<file path="src/rtl/vend_dispense_ctrl.sv">
// Dispense/change controller sitting downstream of the coin-credit FSM.
// Accepts a one-shot select or cancel while idle, releases the product for
// DISP_CYCLES cycles, then returns change one 50-unit coin at a time with
// COIN_GAP idle cycles between coins, and finally pulses clr_credit so the
// coin FSM drops back to zero credit.
//
// Handshake: sel and cancel are single-cycle triggers sampled only while the
// block is idle (busy=0); anything presented while busy=1 is ignored, and
// credit is only looked at on the edge where a trigger is accepted.
module vend_dispense_ctrl #(
  parameter logic [2:0] PRICE_CODE  = 3'd3,
  parameter int         DISP_CYCLES = 4,
  parameter int         COIN_GAP    = 2
) (
  input  logic       clk,
  input  logic       rst,
  input  logic [2:0] credit,
  input  logic       sel,
  input  logic       cancel,
  output logic       dispense,
  output logic       coin_ret,
  output logic       clr_credit,
  output logic       deny,
  output logic       busy
);

  localparam int TMAX = (DISP_CYCLES > COIN_GAP) ? DISP_CYCLES : COIN_GAP;
  localparam int TW   = $clog2(TMAX + 1);

  // Timer is loaded with "cycles - 1" on entry so the state lasts exactly N cycles.
  localparam logic [TW-1:0] DISP_LOAD = TW'(DISP_CYCLES - 1);
  localparam logic [TW-1:0] GAP_LOAD  = TW'(COIN_GAP - 1);

  typedef enum logic [2:0] {
    ST_IDLE = 3'd0,
    ST_DISP = 3'd1,
    ST_CHG  = 3'd2,
    ST_GAP  = 3'd3,
    ST_CLR  = 3'd4
  } state_t;

  state_t        state, state_d;
  logic [2:0]    chg, chg_d;
  logic [TW-1:0] timer, timer_d;
  logic [2:0]    credit_sat;
  logic          deny_d;

  // Credit codes above 4 (200 units) are saturated to 4.
  assign credit_sat = (credit > 3'd4) ? 3'd4 : credit;

  // Next-state, change counter and timer; outputs are decoded from next state.
  always_comb begin
    state_d = state;
    chg_d   = chg;
    timer_d = timer;
    deny_d  = 1'b0;
    case (state)
      ST_IDLE: begin
        if (sel) begin
          if (credit_sat >= PRICE_CODE) begin
            chg_d   = credit_sat - PRICE_CODE;
            timer_d = DISP_LOAD;
            state_d = ST_DISP;
          end else begin
            deny_d = 1'b1;
          end
        end else if (cancel && (credit_sat != 3'd0)) begin
          chg_d   = credit_sat;
          state_d = ST_CHG;
        end
      end
      ST_DISP: begin
        if (timer == '0) begin
          state_d = (chg != 3'd0) ? ST_CHG : ST_CLR;
        end else begin
          timer_d = timer - TW'(1);
        end
      end
      ST_CHG: begin
        // One coin goes out this cycle; the last coin leads straight to CLR.
        chg_d = chg - 3'd1;
        if (chg == 3'd1) begin
          state_d = ST_CLR;
        end else begin
          timer_d = GAP_LOAD;
          state_d = ST_GAP;
        end
      end
      ST_GAP: begin
        if (timer == '0) begin
          state_d = ST_CHG;
        end else begin
          timer_d = timer - TW'(1);
        end
      end
      ST_CLR: begin
        state_d = ST_IDLE;
      end
      default: begin
        state_d = ST_IDLE;
      end
    endcase
  end

  // State, counters and registered outputs; reset discards any pending change.
  always_ff @(posedge clk) begin
    if (rst) begin
      state      <= ST_IDLE;
      chg        <= 3'd0;
      timer      <= '0;
      dispense   <= 1'b0;
      coin_ret   <= 1'b0;
      clr_credit <= 1'b0;
      deny       <= 1'b0;
      busy       <= 1'b0;
    end else begin
      state      <= state_d;
      chg        <= chg_d;
      timer      <= timer_d;
      dispense   <= (state_d == ST_DISP);
      coin_ret   <= (state_d == ST_CHG);
      clr_credit <= (state_d == ST_CLR);
      deny       <= deny_d;
      busy       <= (state_d != ST_IDLE);
    end
  end

endmodule

</file>
<file path="config.mk">
export PLATFORM = sky130hd
export DESIGN_NAME = vend_dispense_ctrl
export DESIGN_NICKNAME = d
export VERILOG_FILES = /design/src/rtl/vend_dispense_ctrl.sv
export SDC_FILE = /design/constraint.sdc
export NUM_CORES = 1
export LEC_CHECK = 0
export CORE_UTILIZATION = 42
export CTS_CLUSTER_SIZE = 25
export DETAILED_ROUTE_END_ITERATION = 8
export GPL_TIMING_DRIVEN = 0
export PLACE_DENSITY_LB_ADDON = 0.25
export SYNTH_ARGS = -nofsm -noshare
export SYNTH_HDL_FRONTEND = slang
export SYNTH_SLANG_ARGS = --single-unit
</file>
<file path="constraint.sdc">
create_clock -name clk -period 2.65 [get_ports clk]
set_input_delay 0.6625 -clock clk [delete_from_list [all_inputs] [get_ports clk]]
set_output_delay 0.6625 -clock clk [all_outputs]
set_load 0.005 [all_outputs]
</file>
== Word-level counts from Yosys, hierarchy flattened ==
Cells that the tools add are included.
Operators by class
  bitwise logic cells: 2
  reductions and logical operators: 12
  equality and inequality tests: 13
  $add $sub $neg: 3
  multiplexer cells: 19
  magnitude comparators: 2
Operators with widths (number)
  $mux 3: 15
  $pmux 3 s4: 1
  $reduce_bool 3->1: 4
  $eq 3x1->1 const B: 3
  $eq 3x2->1 const B: 3
  $pmux 3 s3: 1
  $ne 2x2->1 const B: 4
  $logic_not 3->1: 2
  $ne 3x3->1 const B: 2
  $pmux 3 s2: 1
  $sub 3x1->3 const B: 2
  $reduce_and 5->1: 1
  $eq 3x3->1 const B: 1
  $ge 3x2->1 const B: 1
  $gt 3x3->1 const B: 1
  $reduce_and 3->1: 1
  $reduce_or 3->1: 1
  $sub 3x2->3 const B: 1
  $not 1->1: 2
  $reduce_bool 2->1: 1
  $reduce_or 2->1: 1
  $logic_and 1x1->1: 1
  $mux 1: 1
Storage, ports and cells
  input port bits: 7
  flip-flop bits (word level): 14
  word-level logic and storage cells: 59
  output and inout bits: 5

== Logic depth before layout (Yosys ltp) ==
  depth in word-level cells: 8
  gate-level depth with buffers: 8
  mapped depth without buffers: 8

== Worst setup path before layout ==
OpenSTA, ideal clock, no wires.
  path type: input port to flip-flop
  from: input credit[2]
  to: register timer[2]
  arrival: 2.019 ns
  data required time: 2.559 ns
  path buffers: 0
  path slack: 0.540 ns
  setup time: 0.091 ns
  cell stages on the path: 8
  cells stage by stage: and2b_1 ha_1 inv_1 ha_1 nor2b_4 o211a_1 or2_1 a311oi_1
Between the ends
  word-level cells in the longest chain between the ends: 5
Ends and longest elaborated chain
  start: declaration: RTL line 17  | input logic [2:0] credit,
  $gt 3x3->1: RTL line 49  | assign credit_sat = (credit > 3'd4) ? 3'd4 : credit;
  $mux 3 *: RTL line 49
  $ge 3x2->1 *: RTL line 60  | if (credit_sat >= PRICE_CODE) begin
  $ne 2x2->1 (no line) *
  $reduce_and 5->1 (no line) *
  end signal: assignment: RTL line 119  | timer <= timer_d;
  end: declaration: RTL line 44  | logic [TW-1:0] timer, timer_d;
Mark *: on every way between the ends. The rest lies on a longest branch, timed or not.
A chain may end at the register's enable or synchronous reset.

== Final worst setup path ==
  from: input credit[1]
  to: register timer[2]
The elaborated chain is that of the path after synthesis.

==> metrics.txt <==
outcome=complete, no violations; final WL=roughly 1600 µm; proportion of netlist area held by the largest area contributor=0.335; Vert. Die Dim=between 40 and 50 µm; post-CTS sizing=0; skew final=2.04 ps; Remaining Overflow, GRT=0; root buf cell=clkbuf_4; Synth Area in Simple Gates=0.251; post-DP HPWL=about 1200 µm; Fin Hold WS=between 400 and 500 ps; Final min period=2380 ps; Total Power=about 1 mW; Syn Inst Count=92; Main synth FF type=dfxtp_1; maximum VDD drop=roughly 0.52 mV; f_max=between 0.4 and 0.5 GHz; H-tree Lvls=1; Core Footprint=0.00180 mm²; Synthesized Nets=approximately 110; Synth Area in Adders=0.120; crit path max fanout=4; share of the yosys chip area belonging to registers=0.335; Post-synth EDFFs=0; Worst Tran Pin Value=about 600 ps; clock latency on the worst-skew pair=between 200 and 300 ps; Synth cell types=37; Synth Warn #=0; period utilization=0.897; Worst Path Arrival=2570 ps; Leak=about 0.42 nW; Synth Register Bits=14; Via density=between 5 and 6; maxcap violations=0; main combinational cell family by area after synthesis=simple AND/OR/NAND/NOR gates; Pwr Density=around 960 mW/mm²; most common cell in the synthesized netlist=dfxtp_1; number of buffers added on ports=10; DRT Pass-1 Iters=4; std cell rows=15; post-synthesis compound-gate area fraction=0.201; CTS Buf Count=3; vias=a little under 700; Hold Fails Final Rpt=0; hold buffers post-CTS=0; Critical Path End Type=flop; setup violators final=0; wire per inst=around 12 µm; TritonCTS Sinks=14; setup_tns=0 ps; Async SR Flop Fraction=0; critical path cell sequence=clkdlybuf4s50_1 > and2b_1 > ha_1 > inv_1 > ha_1 > nor2b_4 > o211a_1 > or2_1 > a311oi_2; Hold Path Stages=1; gp weighted congestion=a little under 0.8; post-CTS setup buffers=0; synth cell count leaders=dfxtp_1 (14), inv_1 (9), ha_1 (8), nor2_1 (8), o21ai_0 (5); first-pass GRT wire length=about 2700 µm; Slew HR=0.606; io pins=12; RSZ-0062 raised after global routing=false; Synth Area in XOR/XNOR=0.0105; FF-to-FF path depth=6; FF-to-FF Start=timer[0]; area leader, netlist=dfxtp_1; Setup Crit Path Kind=input pin to flop; WHS Endpoint=timer[0]; vias in the first global route=~630; clock transition at the registers of the reported paths=80 ps; synth top area cells=dfxtp_1 (34%), ha_1 (12%), inv_1 (4.0%); CP most frequent cell=ha_1; initial antenna violation count=0; overall fraction of global-route tracks in use=0.172; hold crit path type=flop to flop; Fillers=179; RR Endpoint=timer[2]; Worst R2R Setup Slack=around 840 ps; syn_area_per_cell=approximately 9.1 µm²; Final #Nets=~120; die width=46.6 µm; CP required=2840 ps; Max Buffers Root-to-Sink=2; largest net degree at the start of global routing=11; Synth Cell Area=about 840 µm²; Max Slew Vio Count=0; post-synthesis mux area share=0.0240; area grow syn2layout=21.1%; antenna diode count=0; DRT iter0 DRCs=15; DRT antenna net count=0; Startpoint Class=input pin; Max stage delay cell, worst path=clkdlybuf4s50_1; Initial Util=0.464; # DRC=0; CTS tree=done; CP peak stage delay=around 420 ps; fraction of layout cells with a size suffix above 1=0.113; Hold Startpoint=timer[0]; die area=0.00217 mm²
## state kept, by name, summed over array words and instances (netlist names)
register    cells
busy            1
coin_ret        1
chg             3
clr_credit      1
state           3
dispense        1
timer           3
deny            1
## per-stage QoR
step | setup slack, ps | utilization | std cells | area, µm²
6_report | 274 | 0.562 | 131 | 1010
3_3_place_gp | -170 | 0.537 | 127 | 967
5_1_grt | 161 | 0.562 | 131 | 1010
3_5_place_dp | -199 | 0.537 | 127 | 967
2_1_floorplan | 540 | - | 92 | 836
4_1_cts | 84.8 | 0.557 | 131 | 1000
## kinds of logic (layout without fill, tap and decap cells)
family / count (synthesis) / in the layout
buf+inv: 12 / 26
compound gates: 23 / 23
mux: 2 / 2
fa+ha+maj: 8 / 8
flops: 14 / 14
xor+xnor: 1 / 1
simple gates: 32 / 32
## layer usage
metal / share of wire / GRT usage
met5: 0 / 0
met1: 0.49 / 0.236
met3: 0.050 / 0.0745
met4: 0.0051 / 0.0286
met2: 0.45 / 0.250
## area by class of cell
cell class / count / area, µm² / area share
plain buffers: 3 / 15.0 / 0.0148
clock buffers: 4 / 36.3 / 0.0358
inverters: 9 / 33.8 / 0.0334
multi-input cells: 66 / 513 / 0.507
flip-flops and latches: 14 / 280 / 0.277
well taps: 25 / 31.3 / 0.0309
repair buffers: 10 / 103 / 0.101
## critical path, delay by kind of cell
family | cells | cell delay [ps]
adder cells (fa/ha/maj) | 2 | 400
AND/OR/NAND/NOR | 3 | 510
buffers and inverters | 2 | 480
AO/OA/AOI/OAI | 2 | 510
## cells in the final DEF (no fill, tap or decap), drive strengths merged, types with 2 or more instances in the layout
| cell | synthesis | layout |
|---|---|---|
| nor3b | 2 | 2 |
| clkbuf | 2 | 6 |
| nor2 | 8 | 8 |
| o21ai | 5 | 5 |
| a21oi | 3 | 3 |
| nand3b | 2 | 2 |
| dfxtp | 14 | 14 |
| inv | 9 | 9 |
| nor2b | 6 | 6 |
| a31oi | 2 | 2 |
| clkdlybuf4s50 | 0 | 9 |
| nor3 | 3 | 3 |
| or2 | 3 | 3 |
| ha | 8 | 8 |
| mux2i | 2 | 2 |
| a211oi | 5 | 5 |
## worst max path at each step
stage / start / to / slack [ps] / cells after the start
global route: credit[1] / timer[2] / 160 / 9
global placement: credit[2] / timer[2] / -170 / 9
detailed placement: credit[2] / timer[2] / -200 / 9
floorplan: credit[2] / timer[2] / 540 / 8
finish: credit[1] / timer[2] / 270 / 9
CTS: credit[2] / timer[2] / 80 / 9
## power breakdown
part,internal [mW],switching [mW]
clock,0.0835,0.0666
sequential,0.285,0.0542
combinational,0.233,0.251
total,0.602,0.372
(Power assumes the default switching activity.)
